$ cat config.mk
export PLATFORM = sky130hd
export DESIGN_NAME = i2c_target
export DESIGN_NICKNAME = d
export VERILOG_FILES = /design/src/rtl/i2c_target.sv
export SDC_FILE = /design/constraint.sdc
export NUM_CORES = 1
export LEC_CHECK = 0
export CAP_MARGIN = 20
export CORE_AREA = 4 4 102 56
export DETAILED_ROUTE_END_ITERATION = 12
export DIE_AREA = 0 0 106 60
export PLACE_DENSITY_LB_ADDON = 0.12
export SETUP_SLACK_MARGIN = 0.05
export SLEW_MARGIN = 20
export SYNTH_ARGS = -nofsm -noshare
export SYNTH_HDL_FRONTEND = slang
export SYNTH_SLANG_ARGS = --single-unit
$ cat constraint.sdc
create_clock -name clk -period 2 [get_ports clk]
set_input_delay 0.2 -clock clk [delete_from_list [all_inputs] [get_ports clk]]
set_output_delay 0.2 -clock clk [all_outputs]
set_load 0.02 [all_outputs]
$ cat src/rtl/i2c_target.sv
// i2c_target: 7-bit addressed I2C target with filtered inputs, valid/ready byte ports and SCL stretching on reads
module i2c_target #(
    parameter int         SYSTEM_CLK_HZ = 100_000_000,
    parameter logic [6:0] ADDRESS       = 7'h42,
    parameter int         FILTER_LEN    = 3,
    localparam int        WIDTH         = 8
) (
    input  logic             clk,
    input  logic             rst_n,
    input  logic             i_scl,
    input  logic             i_sda,
    output logic             o_scl_oe,
    output logic             o_sda_oe,
    output logic [WIDTH-1:0] o_rx_data,
    output logic             o_rx_valid,
    input  logic             i_rx_ready,
    input  logic [WIDTH-1:0] i_tx_data,
    input  logic             i_tx_valid,
    output logic             o_tx_ready,
    output logic             o_busy,
    output logic             o_nack_det
);
    localparam int CW = $clog2(FILTER_LEN + 1);

    if (SYSTEM_CLK_HZ < 20 * 400_000) begin : g_clk_check
        $error("SYSTEM_CLK_HZ too low to oversample fast-mode SCL");
    end

    typedef enum logic [3:0] {
        S_IDLE, S_ADDR, S_ADDR_ACK, S_WR_DATA, S_WR_ACK,
        S_RD_LOAD, S_RD_DATA, S_RD_ACK, S_IGNORE
    } state_t;

    // bit 0 = SCL, bit 1 = SDA
    logic [1:0]       r_sync1, r_sync2, r_filt, r_prev;
    logic [CW-1:0]    r_fcnt [2];
    state_t           r_state;
    logic [WIDTH-1:0] r_shift, r_rx_data;
    logic [2:0]       r_bits;
    logic             r_phase, r_rw, r_rx_ok;
    logic             r_scl_oe, r_sda_oe, r_rx_valid, r_tx_ready, r_nack_det;

    always_ff @(posedge clk or negedge rst_n) begin
        if (!rst_n) begin
            r_sync1  <= '1;
            r_sync2  <= '1;
            r_filt   <= '1;
            r_prev   <= '1;
            r_fcnt[0] <= '0;
            r_fcnt[1] <= '0;
        end else begin
            r_sync1 <= {i_sda, i_scl};
            r_sync2 <= r_sync1;
            r_prev  <= r_filt;
            for (int k = 0; k < 2; k++) begin
                if (r_sync2[k] == r_filt[k]) begin
                    r_fcnt[k] <= '0;
                end else if (r_fcnt[k] == CW'(FILTER_LEN - 1)) begin
                    r_filt[k] <= r_sync2[k];
                    r_fcnt[k] <= '0;
                end else begin
                    r_fcnt[k] <= r_fcnt[k] + 1'b1;
                end
            end
        end
    end

    logic             w_sda, w_rise, w_fall, w_start, w_stop;
    logic [WIDTH-1:0] w_byte;
    assign w_sda   = r_filt[1];
    assign w_rise  = r_filt[0] & ~r_prev[0];
    assign w_fall  = ~r_filt[0] & r_prev[0];
    assign w_start = r_filt[0] & r_prev[0] & r_prev[1] & ~r_filt[1];
    assign w_stop  = r_filt[0] & r_prev[0] & ~r_prev[1] & r_filt[1];
    assign w_byte  = {r_shift[WIDTH-2:0], w_sda};

    always_ff @(posedge clk or negedge rst_n) begin
        if (!rst_n) begin
            r_state    <= S_IDLE;
            r_shift    <= '0;
            r_rx_data  <= '0;
            r_bits     <= '0;
            r_phase    <= 1'b0;
            r_rw       <= 1'b0;
            r_rx_ok    <= 1'b0;
            r_scl_oe   <= 1'b0;
            r_sda_oe   <= 1'b0;
            r_rx_valid <= 1'b0;
            r_tx_ready <= 1'b0;
            r_nack_det <= 1'b0;
        end else begin
            r_rx_valid <= 1'b0;
            r_tx_ready <= 1'b0;
            r_nack_det <= 1'b0;
            if (w_start) begin
                r_state  <= S_ADDR;
                r_bits   <= '0;
                r_shift  <= '0;
                r_phase  <= 1'b0;
                r_sda_oe <= 1'b0;
                r_scl_oe <= 1'b0;
            end else if (w_stop) begin
                r_state  <= S_IDLE;
                r_sda_oe <= 1'b0;
                r_scl_oe <= 1'b0;
            end else begin
                case (r_state)
                    S_ADDR: if (w_rise) begin
                        r_shift <= w_byte;
                        r_bits  <= r_bits + 1'b1;
                        if (r_bits == 3'd7) begin
                            r_rw    <= w_sda;
                            r_state <= (w_byte[7:1] == ADDRESS) ? S_ADDR_ACK : S_IGNORE;
                        end
                    end
                    // first fall starts the ACK, second fall ends it
                    S_ADDR_ACK: if (w_fall) begin
                        r_phase  <= ~r_phase;
                        r_sda_oe <= ~r_phase;
                        if (r_phase) r_state <= r_rw ? S_RD_LOAD : S_WR_DATA;
                    end
                    S_WR_DATA: if (w_rise) begin
                        r_shift <= w_byte;
                        r_bits  <= r_bits + 1'b1;
                        if (r_bits == 3'd7) begin
                            r_rx_data  <= w_byte;
                            r_rx_valid <= i_rx_ready;
                            r_rx_ok    <= i_rx_ready;
                            r_state    <= S_WR_ACK;
                        end
                    end
                    S_WR_ACK: if (w_fall) begin
                        r_sda_oe <= ~r_phase & r_rx_ok;
                        r_phase  <= ~r_phase & r_rx_ok;
                        if (r_phase || !r_rx_ok) r_state <= r_rx_ok ? S_WR_DATA : S_IGNORE;
                    end
                    S_RD_LOAD: if (i_tx_valid) begin
                        r_shift    <= {i_tx_data[WIDTH-2:0], 1'b0};
                        r_tx_ready <= 1'b1;
                        r_sda_oe   <= ~i_tx_data[WIDTH-1];
                        r_scl_oe   <= 1'b0;
                        r_state    <= S_RD_DATA;
                    end else begin
                        r_scl_oe <= 1'b1;
                    end
                    S_RD_DATA: if (w_fall) begin
                        r_bits   <= r_bits + 1'b1;
                        r_shift  <= {r_shift[WIDTH-2:0], 1'b0};
                        r_sda_oe <= (r_bits == 3'd7) ? 1'b0 : ~r_shift[WIDTH-1];
                        if (r_bits == 3'd7) r_state <= S_RD_ACK;
                    end
                    S_RD_ACK: if (w_rise) begin
                        r_nack_det <= w_sda;
                        r_phase    <= ~w_sda;
                        if (w_sda) r_state <= S_IGNORE;
                    end else if (w_fall && r_phase) begin
                        r_phase <= 1'b0;
                        r_state <= S_RD_LOAD;
                    end
                    default: ;
                endcase
            end
        end
    end

    assign o_scl_oe   = r_scl_oe;
    assign o_sda_oe   = r_sda_oe;
    assign o_rx_data  = r_rx_data;
    assign o_rx_valid = r_rx_valid;
    assign o_tx_ready = r_tx_ready;
    assign o_nack_det = r_nack_det;
    assign o_busy     = !(r_state inside {S_IDLE, S_ADDR, S_IGNORE});
endmodule

Word level (Yosys, flattened, before mapping) --
Cells that the tools add are included.
Storage, ports and cells: input bits 14, output and inout port bits 14, word-level logic and storage cells 162, flip-flop bits (word level) 43
Cells by class: multiplexer cells 65, add/subtract/negate cells 3, equality and inequality tests 34, reduce and logical (&&, ||, !) cells 22, bitwise gates (word level) 19
Operators with widths (count):
- two-way mux 4 bit | 18
- inequality test 4 bit (second input constant) | 12
- two-way mux 8 bit | 5
- two-way mux 1 bit | 28
- case mux 4 bit (7 select lines) | 1
- AND reduction 5 bit | 5
- case mux 8 bit (3 select lines) | 1
- == test 4 x 3 -> 1 bit (second input constant) | 4
- two-way mux 3 bit | 5
- AND reduction 14 bit | 1
- inequality test 3 bit (second input constant) | 4
- inverter 1 bit | 11
- inequality test 5 bit (second input constant) | 2
- nonzero test 3 bit | 3
- nonzero test 9 bit | 1
- AND 1 bit | 8
- == test 4 x 2 -> 1 bit (second input constant) | 2
- two-way mux 2 bit | 4
- nonzero test 4 bit | 2
- == test 7 bit (second input constant) | 1
- case mux 3 bit (2 select lines) | 1
- nonzero test 6 bit | 1
- adder 2 x 1 -> 2 bit (second input constant) | 2
- == test 2 bit (second input constant) | 2
- other kinds (16) | 19

Logic depth before layout (Yosys ltp) --
depth in word-level cells 8, mapped depth 7, depth with buffers taken out 7

Least setup slack after synthesis --
Ideal clock, no wire load.
kind register to register, start point reg r_bits[0], end point reg r_state[0], slack 145 ps, data arrival time 1728 ps, setup time 128 ps, required time 1872 ps, stages on the path, launching flop included 8, path through dfrtp_1 -> ha_1 -> ha_1 -> and3b_1 -> o31ai_1 -> nand2_1 -> a211oi_2 -> mux2_1
Between the ends: cells in the longest elaborated chain, start to end 3, elaborated cells on any way between the ends 5, classes of those cells eq/ne: 4; reduce/logical: 1
Ends and longest elaborated chain:
- start, declared | line 39 | logic [2:0] r_bits;
- start signal, assigned | line 110 | r_bits <= r_bits + 1'b1;
- start signal, assigned | line 124 | r_bits <= r_bits + 1'b1;
- start signal, assigned | line 147 | r_bits <= r_bits + 1'b1;
- == test 3 bit * | line 111, 125, 150
- inequality test 4 bit (no line)
- AND reduction 14 bit (no line) *
- end signal, assigned | line 113 | r_state <= (w_byte[7:1] == ADDRESS) ? S_ADDR_ACK : S_IGNORE;
- end signal, assigned | line 120 | if (r_phase) r_state <= r_rw ? S_RD_LOAD : S_WR_DATA;
- end signal, assigned | line 135 | if (r_phase || !r_rx_ok) r_state <= r_rx_ok ? S_WR_DATA : S_IGNORE;
- end, declared | line 37 | state_t r_state;
Every way passes the cells marked *; elsewhere a longest branch is shown, timed or not. A chain may end at the register's enable or synchronous reset.

Final worst setup path --
Same ends and word-level chain as after synthesis.

==> out/metrics.csv <==
stage;metric;value;unit
route;avgViaCountPerCell;5.55;
synthesis;synth_area_leader_cell;dfrtp_1;
worst_setup_path;critPathTopFamily;compound AO/OA/AOI/OAI gates;
worst_setup_path;cp-start-kind;register;
outcome;status;finished with violations;
sta;rsz0062_at_grt;yes;
synthesis;yosysWarnings;0;
route;drt_first_iter_violations;178;
worst_setup_path;cp.buffers_inverters;0;
global_routing;top_usage_layer;met1;
worst_setup_path;cp-endpoint;r_state[0]$_DFFE_PN0P_;
layout;diodes;0;
layout;layout_common_cells;42 x buf_4, 32 x dfrtp_1, 27 x nand2_1;
worst_setup_path;reg2reg_setup_slack;-0.02;ns
global_routing;grt_pass1_wl;10200;µm
sta;hold_viol_final;0;
global_routing;track_usage;21.6;%
layout;layout.nets;319;
clock_tree;clockBufferDepth;2;
worst_setup_path;startpoint;r_bits[0]$_DFFE_PN0P_;
sta;max_freq;494;MHz
sta;hold_ws;0.311;ns
worst_setup_path;criticalPathCategory;reg2reg;
layout;final_layout_size_suffix_gt1_share;36.2;%
sta;worst_slew_pin_slew;0.500;ns
sta;fin_crit;2.02;ns
placement;dpl.hpwl;4880;µm
clock_tree;clk_pin_slew;0.08;ns
floorplan;io_pins;28;
sta;fin_crit_sh;101;%
job;maxCapViolations;0;
outcome;violations;negative setup slack;
global_routing;use_met1;35.3;%
clock_tree;cts.sinks;43;
synthesis;yosysTopAreaCellShare;37.6;%
worst_setup_path;worst_r2r_endpoint;r_state[0]$_DFFE_PN0P_;
floorplan;die-width;106;µm
route;routed-via-count;2075;
synthesis;synth_cell_types;57;
power;power_density;1240;nW/µm²
layout;final_common_cell;buf_4;
sta;slew-limit-headroom;66.7;%
global_routing;grt_max_degree;24;
worst_setup_path;path_depth;7;
synthesis;yosysSeqAreaShare;46.6;%
synthesis;synth_edf_count;0;
power;ir_worst_vdd;0.870;mV
clock_tree;cts_tree;yes;
sta;finalSetupTns;-0.0237;ns
synthesis;ys_async_sr_fraction;100;%
synthesis;synth_seq_cells;43;
sta;setup_violations;1;
layout;final_util;67.3;%
route;drc_errors;0;
clock_tree;cts_buffers;5;
floorplan;fp-row-count;18;
worst_setup_path;cp.required;2.18;ns
route;wirelength;6850;µm
sta;skew;0.00501;ns
sta;finalWorstSetupSlack;-0.0237;ns
worst_setup_path;end_kind;register;
clock_tree;htree_levels;2;
global_routing;grt_overflow;0;
worst_setup_path;crit_chain;ha_2 > ha_4 > and3b_1 > o31ai_2 > nand2_1 > a211oi_2 > mux2_4;
route;post_drt_wl_per_cell;18.3;µm
global_routing;use_met2;26.7;%
route;dr.pass1.iters;5;
worst_setup_path;slowest_stage;dfrtp_1;
clock_tree;cts_root_buf;clkbuf_8;
power;power.total;4.00;mW
layout;area_growth;37.9;%
synthesis;postSynthCellCount;234;
placement;numPortBuffers;27;
worst_setup_path;arrival;2.20;ns
floorplan;die_h;60;µm
synthesis;synthTopCellsByArea;dfrtp_1 38%, dfstp_2 9.0%, mux2_2 8.2%;
global_routing;gr-usage-met3;6.36;%
floorplan;start_util;48.8;%
synthesis;syn-cell-area;2330;µm²
worst_setup_path;slowest_delay;0.39;ns
global_routing;antenna_found_initial;0;
floorplan;coreArea;4770;µm²
worst_setup_path;r2r-start;r_bits[0]$_DFFE_PN0P_;
floorplan;die_area;6360;µm²
placement;pre_cts_ws;-0.0271;ns
synthesis;syn_nets;250;
sta;slew_viol_final;0;
route;antenna_left;0;
power;p_leak;1.45;nW
synthesis;avgSynthCellArea;9.96;µm²
worst_setup_path;r2r.worst_path.cells;7;
hold_path;hold_class;in2reg;
placement;place.gp.congestion;0.979;
worst_setup_path;crit_fanout;3;
clock_tree;clk_latency;0.29;ns
synthesis;synth-main-ff-cell;dfrtp_1;
global_routing;grt_pass1_vias;1896;
## final cells by class
class | count | area (µm²)
Tap cell | 70 | 87.6
Inverter | 11 | 45.0
Clock buffer | 6 | 72.6
Clock inverter | 2 | 60.1
Timing Repair Buffer | 75 | 637
Fill cell | 392 | 1560
Multi-Input combinational cell | 167 | 1220
Sequential cell | 43 | 1090
## routing by layer
layer,vias to the layer above,share of wire (%)
met5,-,0
met4,0,0.54
met3,5,11
met2,106,37
met1,983,51
li1,981,-
## worst min path at each step
| stage | from | end | slack, ns | cells after the start |
|---|---|---|---|---|
| final | i_scl | r_sync1[0]$_DFF_PN1_ | 0.31 | 1 |
| after global placement | rst_n | r_fcnt[1]$_DFF_PN0_ | 0.19 | 1 |
| after CTS | i_scl | r_sync1[0]$_DFF_PN1_ | 0.30 | 1 |
| after global routing | i_sda | r_sync1[1]$_DFF_PN1_ | 0.31 | 1 |
| after floorplan | rst_n | o_nack_det$_DFF_PN0_ | -0.1 | 0 |
| after detailed placement | rst_n | r_fcnt[1]$_DFF_PN0_ | 0.20 | 1 |
## repair_timing
action	4_1_cts	5_1_grt
cloned	0	0
hold buffers	1	0
resized for setup	3	27
endpoints found under the setup margin	11	15
pin swaps	3	9
setup buffers	1	15
endpoints found under the hold margin	14	0
## logic make-up (layout without fill, tap and decap cells)
| kind of cell | after synthesis | count (layout) | share of synthesized area, % |
|---|---|---|---|
| and+or+nand+nor | 80 | 80 | 18.0 |
| AOI/OAI and AO/OA | 61 | 61 | 18.3 |
| DFF | 43 | 43 | 46.6 |
| xor gates and xnor gates | 3 | 3 | 1.13 |
| adders and majority gates | 2 | 2 | 1.07 |
| buffers and inverters | 24 | 94 | 4.89 |
| muxes | 21 | 21 | 9.99 |
## sequential cells by signal (all words and copies together) (netlist names)
name,count
o_nack_det,1
o_rx_data,8
o_rx_valid,1
o_scl_oe,1
o_sda_oe,1
o_tx_ready,1
r_bits,3
r_fcnt,4
r_filt,2
r_phase,1
r_prev,2
r_rw,1
r_rx_ok,1
r_shift,8
r_state,4
r_sync1,2
r_sync2,2
## synth_stat cells (4+ instances only)
library cell	instances
nor2_1	16
nand2_1	28
dfrtp_1	35
a21oi_1	18
nand3_1	4
inv_1	11
nor3_1	7
buf_2	7
dfstp_2	8
mux2_2	17
o22ai_1	5
o21ai_0	8
## per-stage QoR
stage	area (µm²)	cells
6_report	3210	374
4_1_cts	3000	359
5_1_grt	3210	374
3_3_place_gp	2840	349
2_1_floorplan	2330	234
3_5_place_dp	2840	349
## report_power, final
group          internal [mW]  total (mW)  switching (mW)
logic                  0.886        1.82           0.931
registers               1.13        1.38           0.259
clock network          0.499       0.796           0.297
No activity file was read; power rests on OpenSTA's default activity.
